[config.mk]
export PLATFORM = sky130hd
export DESIGN_NAME = sargantana_icache_repl_policy_unit_flat
export DESIGN_NICKNAME = d
export VERILOG_FILES = /design/src/rtl/sargantana_icache_pkg.sv /design/src/rtl/sargantana_icache_repl_policy_unit_if.sv /design/src/rtl/sargantana_icache_lfsr.sv /design/src/rtl/sargantana_icache_repl_policy_unit_plru_tree.sv /design/src/rtl/sargantana_icache_tzc.sv /design/src/rtl/sargantana_icache_repl_policy_unit.sv /design/src/flat_wrapper.sv
export SDC_FILE = /design/constraint.sdc
export NUM_CORES = 1
export LEC_CHECK = 0
export CAP_MARGIN = 10
export CORE_MARGIN = 2
export CORE_UTILIZATION = 46
export DETAILED_ROUTE_END_ITERATION = 8
export DONT_BUFFER_PORTS = 1
export SLEW_MARGIN = 20
export SYNTH_ARGS = -nofsm -noshare
export SYNTH_HDL_FRONTEND = slang
export SYNTH_HIERARCHICAL = 1
export SYNTH_SLANG_ARGS = --single-unit
export TNS_END_PERCENT = 1
[constraint.sdc]
create_clock -name clk_i -period 7.6 [get_ports clk_i]
set_input_delay 0.76 -clock clk_i [delete_from_list [all_inputs] [get_ports clk_i]]
set_output_delay 0.76 -clock clk_i [all_outputs]
set_load 0.01 [all_outputs]
[src/rtl/sargantana_icache_pkg.sv]
// rtl/sargantana_icache_pkg.sv - shared types and helpers for the icache replacement unit
package sargantana_icache_pkg;

    typedef enum logic [1:0] {
        REPL_RANDOM,
        REPL_PLRU,
        REPL_RR
    } repl_policy_e;

    typedef enum logic {
        INIT_FLUSH,
        IDLE
    } flush_state_e;

    localparam int unsigned MAX_WAYS  = 32;
    localparam int unsigned MAX_WAY_W = 5;

    // Callers cast the result down to their own way count.
    function automatic logic [MAX_WAYS-1:0] onehot(input logic [MAX_WAY_W-1:0] idx);
        logic [MAX_WAYS-1:0] r;
        r      = '0;
        r[idx] = 1'b1;
        return r;
    endfunction

endpackage

[src/rtl/sargantana_icache_repl_policy_unit_if.sv]
// rtl/sargantana_icache_repl_policy_unit_if.sv - tag/valid and data RAM bank request bundle
interface sargantana_icache_repl_policy_unit_if #(
    parameter int unsigned N_WAY     = 4,
    parameter int unsigned IDX_WIDTH = 6
);
    logic                 we_valid;
    logic                 valid_wdata;
    logic [IDX_WIDTH-1:0] addr_valid;
    logic [N_WAY-1:0]     tag_req_valid;
    logic [N_WAY-1:0]     data_req_valid;

    modport master (
        output we_valid, valid_wdata, addr_valid, tag_req_valid, data_req_valid
    );

    modport slave (
        input we_valid, valid_wdata, addr_valid, tag_req_valid, data_req_valid
    );
endinterface

[src/rtl/sargantana_icache_lfsr.sv]
// rtl/sargantana_icache_lfsr.sv - 8-bit maximal-length LFSR, advances only when enabled
module sargantana_icache_lfsr #(
    parameter int unsigned OUT_W = 2,
    parameter logic [7:0]  SEED  = 8'hA5
) (
    input  logic             clk_i,
    input  logic             rst_i,
    input  logic             en_i,
    output logic [OUT_W-1:0] rnd_o
);
    logic [7:0] lfsr_q;

    always_ff @(posedge clk_i) begin
        if (rst_i) begin
            lfsr_q <= SEED;
        end else if (en_i) begin
            lfsr_q <= {lfsr_q[6:0], lfsr_q[7] ^ lfsr_q[5] ^ lfsr_q[4] ^ lfsr_q[3]};
        end
    end

    assign rnd_o = lfsr_q[OUT_W-1:0];
endmodule

[src/rtl/sargantana_icache_repl_policy_unit_plru_tree.sv]
// rtl/sargantana_icache_repl_policy_unit_plru_tree.sv - tree-PLRU victim lookup and access update
module sargantana_icache_plru_tree #(
    parameter int unsigned N_WAY = 4
) (
    input  logic [N_WAY-2:0]         state_i,
    input  logic [$clog2(N_WAY)-1:0] access_way_i,
    output logic [$clog2(N_WAY)-1:0] victim_o,
    output logic [N_WAY-2:0]         state_o
);
    localparam int unsigned WAY_W = $clog2(N_WAY);

    // Heap-ordered nodes: children of node n are 2n+1 (lower half) and 2n+2.
    always_comb begin
        int   vnode;
        int   unode;
        logic b;
        victim_o = '0;
        state_o  = state_i;
        vnode    = 0;
        unode    = 0;
        for (int l = 0; l < WAY_W; l++) begin
            b = 1'b0;
            for (int n = 0; n < N_WAY - 1; n++) begin
                if (n == vnode) b = state_i[n];
                if (n == unode) state_o[n] = ~access_way_i[WAY_W-1-l];
            end
            victim_o[WAY_W-1-l] = b;
            vnode = 2 * vnode + (b ? 2 : 1);
            unode = 2 * unode + (access_way_i[WAY_W-1-l] ? 2 : 1);
        end
    end
endmodule

[src/rtl/sargantana_icache_tzc.sv]
// rtl/sargantana_icache_tzc.sv - trailing zero count (index of lowest set bit)
module sargantana_icache_tzc #(
    parameter int unsigned WIDTH = 4
) (
    input  logic [WIDTH-1:0]         in_i,
    output logic [$clog2(WIDTH)-1:0] cnt_o,
    output logic                     empty_o
);
    always_comb begin
        cnt_o   = '0;
        empty_o = ~|in_i;
        for (int i = WIDTH - 1; i >= 0; i--) begin
            if (in_i[i]) cnt_o = ($clog2(WIDTH))'(i);
        end
    end
endmodule

[src/rtl/sargantana_icache_repl_policy_unit.sv]
// rtl/sargantana_icache_repl_policy_unit.sv - icache victim selection, invalidation and flush sweep
module sargantana_icache_repl_policy_unit
    import sargantana_icache_pkg::*;
#(
    parameter int unsigned  ICACHE_N_WAY     = 4,
    parameter int unsigned  ICACHE_IDX_WIDTH = 6,
    parameter repl_policy_e REPL_POLICY      = REPL_PLRU
) (
    input  logic                            clk_i,
    input  logic                            rst_i,
    input  logic                            flush_req_i,
    output logic                            flush_busy_o,
    output logic                            flush_done_o,
    input  logic                            inval_valid_i,
    input  logic [ICACHE_IDX_WIDTH-1:0]     inval_idx_i,
    input  logic [$clog2(ICACHE_N_WAY)-1:0] inval_way_i,
    output logic                            inval_ready_o,
    input  logic                            cache_rd_ena_i,
    input  logic                            cache_wr_ena_i,
    input  logic [ICACHE_IDX_WIDTH-1:0]     cline_index_i,
    input  logic                            cmp_en_q_i,
    input  logic [ICACHE_IDX_WIDTH-1:0]     cmp_index_i,
    input  logic                            hit_i,
    input  logic [ICACHE_N_WAY-1:0]         hit_way_oh_i,
    input  logic [ICACHE_N_WAY-1:0]         way_valid_bits_i,
    input  logic [$clog2(ICACHE_N_WAY)-1:0] way_to_replace_q_i,
    output logic [$clog2(ICACHE_N_WAY)-1:0] way_to_replace_d_o,
    sargantana_icache_repl_policy_unit_if.master ram
);
    localparam int unsigned N_SETS = 2 ** ICACHE_IDX_WIDTH;
    localparam int unsigned WAY_W  = $clog2(ICACHE_N_WAY);

    flush_state_e                state_q;
    logic [ICACHE_IDX_WIDTH-1:0] cnt_q;
    logic [ICACHE_N_WAY-2:0]     plru_q [N_SETS];
    logic [WAY_W-1:0]            rr_q;

    logic idle, fill, inval_acc, hit_upd;
    logic [WAY_W-1:0] inv_way, hit_way, lfsr_way, plru_victim, policy_victim, victim;
    logic [WAY_W-1:0] fill_victim_unused;
    logic all_valid, hit_oh_empty_unused;
    logic [ICACHE_N_WAY-2:0] hit_next, fill_next;

    assign idle      = (state_q == IDLE);
    assign fill      = idle & cache_wr_ena_i;
    assign inval_acc = idle & ~cache_wr_ena_i & inval_valid_i;
    assign hit_upd   = idle & cmp_en_q_i & hit_i;

    assign flush_busy_o  = (state_q == INIT_FLUSH);
    assign inval_ready_o = idle & ~cache_wr_ena_i;

    always_ff @(posedge clk_i) begin
        if (rst_i) begin
            state_q      <= INIT_FLUSH;
            cnt_q        <= '0;
            flush_done_o <= 1'b0;
        end else begin
            flush_done_o <= 1'b0;
            case (state_q)
                INIT_FLUSH: begin
                    cnt_q <= cnt_q + ICACHE_IDX_WIDTH'(1);
                    if (&cnt_q) begin
                        state_q      <= IDLE;
                        flush_done_o <= 1'b1;
                    end
                end
                default: begin
                    if (flush_req_i) begin
                        state_q <= INIT_FLUSH;
                        cnt_q   <= '0;
                    end
                end
            endcase
        end
    end

    // The fill update is written last so it overrides a hit on the same set.
    always_ff @(posedge clk_i) begin
        if (rst_i) begin
            for (int s = 0; s < N_SETS; s++) plru_q[s] <= '0;
            rr_q <= '0;
        end else if (state_q == INIT_FLUSH) begin
            plru_q[cnt_q] <= '0;
        end else begin
            if (hit_upd) plru_q[cmp_index_i] <= hit_next;
            if (fill) begin
                plru_q[cline_index_i] <= fill_next;
                rr_q                  <= rr_q + WAY_W'(1);
            end
        end
    end

    sargantana_icache_tzc #(.WIDTH(ICACHE_N_WAY)) u_tzc_invalid (
        .in_i(~way_valid_bits_i), .cnt_o(inv_way), .empty_o(all_valid)
    );

    sargantana_icache_tzc #(.WIDTH(ICACHE_N_WAY)) u_tzc_hit (
        .in_i(hit_way_oh_i), .cnt_o(hit_way), .empty_o(hit_oh_empty_unused)
    );

    sargantana_icache_plru_tree #(.N_WAY(ICACHE_N_WAY)) u_plru_cmp (
        .state_i(plru_q[cmp_index_i]), .access_way_i(hit_way),
        .victim_o(plru_victim), .state_o(hit_next)
    );

    sargantana_icache_plru_tree #(.N_WAY(ICACHE_N_WAY)) u_plru_fill (
        .state_i(plru_q[cline_index_i]), .access_way_i(way_to_replace_q_i),
        .victim_o(fill_victim_unused), .state_o(fill_next)
    );

    sargantana_icache_lfsr #(.OUT_W(WAY_W)) u_lfsr (
        .clk_i(clk_i), .rst_i(rst_i), .en_i(fill & all_valid), .rnd_o(lfsr_way)
    );

    always_comb begin
        case (REPL_POLICY)
            REPL_RANDOM: policy_victim = lfsr_way;
            REPL_RR:     policy_victim = rr_q;
            default:     policy_victim = plru_victim;
        endcase
        victim = all_valid ? policy_victim : inv_way;
    end

    assign way_to_replace_d_o = cmp_en_q_i ? victim : way_to_replace_q_i;

    always_comb begin
        ram.we_valid       = 1'b0;
        ram.valid_wdata    = 1'b0;
        ram.addr_valid     = cline_index_i;
        ram.tag_req_valid  = '0;
        ram.data_req_valid = '0;
        if (state_q == INIT_FLUSH) begin
            ram.we_valid      = 1'b1;
            ram.addr_valid    = cnt_q;
            ram.tag_req_valid = '1;
        end else if (cache_wr_ena_i) begin
            ram.we_valid       = 1'b1;
            ram.valid_wdata    = 1'b1;
            ram.tag_req_valid  = ICACHE_N_WAY'(onehot(MAX_WAY_W'(way_to_replace_q_i)));
            ram.data_req_valid = ICACHE_N_WAY'(onehot(MAX_WAY_W'(way_to_replace_q_i)));
        end else begin
            if (inval_acc) begin
                ram.we_valid      = 1'b1;
                ram.addr_valid    = inval_idx_i;
                ram.tag_req_valid = ICACHE_N_WAY'(onehot(MAX_WAY_W'(inval_way_i)));
            end
            if (cache_rd_ena_i) begin
                ram.tag_req_valid  = '1;
                ram.data_req_valid = '1;
            end
        end
    end
endmodule

[src/flat_wrapper.sv]
// flat-port wrapper written by rule: the top's interface ports become plain ports
module sargantana_icache_repl_policy_unit_flat import sargantana_icache_pkg::*;
#(
    parameter int unsigned  ICACHE_N_WAY     = 4,
    parameter int unsigned  ICACHE_IDX_WIDTH = 6,
    parameter repl_policy_e REPL_POLICY      = REPL_PLRU
)
  (clk_i, rst_i, flush_req_i, flush_busy_o, flush_done_o, inval_valid_i, inval_idx_i, inval_way_i, inval_ready_o, cache_rd_ena_i, cache_wr_ena_i, cline_index_i, cmp_en_q_i, cmp_index_i, hit_i, hit_way_oh_i, way_valid_bits_i, way_to_replace_q_i, way_to_replace_d_o, ram_we_valid, ram_valid_wdata, ram_addr_valid, ram_tag_req_valid, ram_data_req_valid);
  sargantana_icache_repl_policy_unit_if #(.N_WAY((4)), .IDX_WIDTH((6))) ram_i ();
  input  logic clk_i;
  input  logic rst_i;
  input  logic flush_req_i;
  output logic flush_busy_o;
  output logic flush_done_o;
  input  logic inval_valid_i;
  input  logic [ICACHE_IDX_WIDTH-1:0] inval_idx_i;
  input  logic [$clog2(ICACHE_N_WAY)-1:0] inval_way_i;
  output logic inval_ready_o;
  input  logic cache_rd_ena_i;
  input  logic cache_wr_ena_i;
  input  logic [ICACHE_IDX_WIDTH-1:0] cline_index_i;
  input  logic cmp_en_q_i;
  input  logic [ICACHE_IDX_WIDTH-1:0] cmp_index_i;
  input  logic hit_i;
  input  logic [ICACHE_N_WAY-1:0] hit_way_oh_i;
  input  logic [ICACHE_N_WAY-1:0] way_valid_bits_i;
  input  logic [$clog2(ICACHE_N_WAY)-1:0] way_to_replace_q_i;
  output logic [$clog2(ICACHE_N_WAY)-1:0] way_to_replace_d_o;
  output wire logic [$bits(ram_i.we_valid)-1:0] ram_we_valid;
  output wire logic [$bits(ram_i.valid_wdata)-1:0] ram_valid_wdata;
  output wire logic [$bits(ram_i.addr_valid)-1:0] ram_addr_valid;
  output wire logic [$bits(ram_i.tag_req_valid)-1:0] ram_tag_req_valid;
  output wire logic [$bits(ram_i.data_req_valid)-1:0] ram_data_req_valid;
  assign ram_we_valid = ram_i.we_valid;
  assign ram_valid_wdata = ram_i.valid_wdata;
  assign ram_addr_valid = ram_i.addr_valid;
  assign ram_tag_req_valid = ram_i.tag_req_valid;
  assign ram_data_req_valid = ram_i.data_req_valid;
  sargantana_icache_repl_policy_unit #(.ICACHE_N_WAY(ICACHE_N_WAY), .ICACHE_IDX_WIDTH(ICACHE_IDX_WIDTH), .REPL_POLICY(REPL_POLICY)) u_core (.clk_i(clk_i), .rst_i(rst_i), .flush_req_i(flush_req_i), .flush_busy_o(flush_busy_o), .flush_done_o(flush_done_o), .inval_valid_i(inval_valid_i), .inval_idx_i(inval_idx_i), .inval_way_i(inval_way_i), .inval_ready_o(inval_ready_o), .cache_rd_ena_i(cache_rd_ena_i), .cache_wr_ena_i(cache_wr_ena_i), .cline_index_i(cline_index_i), .cmp_en_q_i(cmp_en_q_i), .cmp_index_i(cmp_index_i), .hit_i(hit_i), .hit_way_oh_i(hit_way_oh_i), .way_valid_bits_i(way_valid_bits_i), .way_to_replace_q_i(way_to_replace_q_i), .way_to_replace_d_o(way_to_replace_d_o), .ram(ram_i));
endmodule
==> qor.csv <==
stage,metric,value,unit
detailed_routing,drt_wl_total,45.34,mm
synth,syn_inst,1316,
placed_design,routabilityCongestion,0.9165,
worst_hold_path,hold-path-cell-count,1,
placed_design,port_buffers,0,
synth,mappedNetlistNets,1355,
floorplanning,floorplan.initialDensity,0.4678,
sta,layout_min_cycle_time,3733,ps
clock_network,ctsHoldBuffers,0,
floorplanning,ios,59,
clock_network,tritoncts,built,
floorplanning,die-height,174.9,um
critical_path,worstPathRequired,7870,ps
floorplanning,rows,62,
clock_network,tritoncts.num_buffers,17,
power_and_ir_drop,total_power,2.439,mW
clock_network,clock_insertion_delay_worst_skew,450,ps
final_layout,final_instance_area,13950,um2
critical_path,worst-endpoint-arrival,4000,ps
clock_network,ctsLongestPathBuffers,2,
synth,synth_warn,6,
floorplanning,core,28700,um2
power_and_ir_drop,power_density_over_the_cells,174.9,nW/um2
critical_path,worst_setup_path_end_kind,register,
placed_design,numPlacedInstances,1588,
final_layout,share_of_the_core_filled_with_cells,0.4860,
clock_network,cts_sinks,200,
sta,timing.setup.tns,0,ps
global_routing,groute.usage.overall,0.2987,
global_routing,grt_start_max_net_pins,81,
final_layout,multi_input_area,6853,um2
sta,post-route-period-util,0.4911,
global_routing,vias_in_the_first_global_route,10300,
final_layout,mostFrequentLayoutCell,nand2_1,
sta,clock-skew-final,16.77,ps
critical_path,worstSetupStartpoint,cmp_index_i[0],
clock_network,postCtsSetupRepairBufs,0,
placed_design,detailed_place_hpwl,30.13,mm
sta,report.final.setup_viol,0,
detailed_routing,detail_route.vias_per_cell,6.830,
detailed_routing,drt-initial-drc-count,1577,
clock_network,cts.repair.resized,0,
detailed_routing,ant_nets,0,
worst_hold_path,hp-class,in -> reg,
final_layout,area_growth_syn_to_layout,3.885,%
power_and_ir_drop,power.leakage,4.481,nW
synth,average_cell_area_after_synthesis,10.20,um2
power_and_ir_drop,peakVddDrop,0.0001574,V
global_routing,global_route.overflow_total,0,
final_layout,register_area,5926,um2
final_layout,num-fill-cells,2610,
sta,hold-worst-slack,391.2,ps
clock_network,cts_root_buf,clkbuf_16,
sta,tightest_slew,1198,ps
final_layout,antennaDiodeCount,0,
placed_design,pre_cts_slack,3599,ps
sta,timing.max_slew.rel_slack,0.2011,
placed_design,post_dp_cell_area,13370,um2
floorplanning,floorplan.die.width,174.9,um
critical_path,worst_setup_path_endpoint,u_core/plru_q[56][1],
synth,synthesis.area,13430,um2
final_layout,drive_above_1_share,0.1319,
final_layout,fin_nets,1262,
sta,final_hold_viol_count,0,
global_routing,antenna_found_initial,0,
critical_path,reg2reg_depth,10,
final_layout,finish.cell_count_without_fillers,1620,
detailed_routing,detailed_route_drc_error_count,0,
final_layout,mostFrequentLayoutCells,"nand2_1, edfxtp_1, nor2_1",
critical_path,critical_path.startpoint_type,input port,
sta,rsz0062_at_grt,no,
sta,postLayoutSetupSlackWorst,3867,ps
detailed_routing,route.vias.total,11060,
detailed_routing,dr.pass1.iters,5,
floorplanning,floorplan.die_area,30570,um2
status,run_status,finished clean,
global_routing,grt_first_pass_wirelength,67.13,mm
critical_path,setup.reg_to_reg.worst_slack,3900,ps
sta,max_clock_freq,267.9,MHz
job,drv_cap,0,
critical_path,worst_r2r_startpoint,u_core/plru_q[52][1],
critical_path,regToRegEndpoint,u_core/plru_q[56][1],
clock_network,cts.clk_slew.worst_paths,80,ps
detailed_routing,routed_wire_length_per_instance,27.98,um
critical_path,critPathKind,in -> reg,
sta,drv_slew,0,
clock_network,h-tree-depth,4,
critical_path,critical_path.max_fanout,43,
-- routing by layer --
layer	GRT usage	share of wire	vias to the layer above
met2	0.4603	0.45	715
met1	0.4192	0.40	5401
met4	0.1118	0.037	0
met5	0	0	-
met3	0.05962	0.11	128
li1	-	-	4820
-- layout make-up --
cell class / count / share of cell area
Tap cell: 384 / 0.03444
Clock inverter: 15 / 0.01085
Inverter: 16 / 0.004395
Sequential cell: 200 / 0.4248
Multi-Input combinational cell: 981 / 0.4913
Timing Repair Buffer: 7 / 0.003767
Clock buffer: 17 / 0.03050
-- worst max-delay path: stages --
cell and delay [ps]:
mux4_2 330, o22ai_1 80, or4_1 580, o21ai_1 210, nor2b_1 70, a21oi_1 150
and2_1 950, nand2_1 470, o31ai_1 360
-- flip-flops by register name, indices dropped and copies added, names as in the netlist --
name / flops
u_core/cnt_q: 6
u_core/flush_done_o: 1
u_core/idle: 1
u_core/plru_q: 192
-- worst min path at each step --
stage | start | endpoint | slack [ps]
after floorplan | u_core/cnt_q[2] | u_core/cnt_q[2] | 550
after global placement | u_core/cnt_q[2] | u_core/cnt_q[2] | 620
after detailed placement | u_core/cnt_q[2] | u_core/cnt_q[2] | 620
after CTS | rst_i | u_core/cnt_q[1] | 380
after global routing | rst_i | u_core/cnt_q[1] | 370
final | rst_i | u_core/cnt_q[4] | 390
-- report_power, final --
part           internal [mW]  switching (mW)
logic                  0.105           0.156
clock network          0.438           0.472
registers               1.24          0.0271
total                   1.78           0.655
Power figures use the tool's default switching activity.
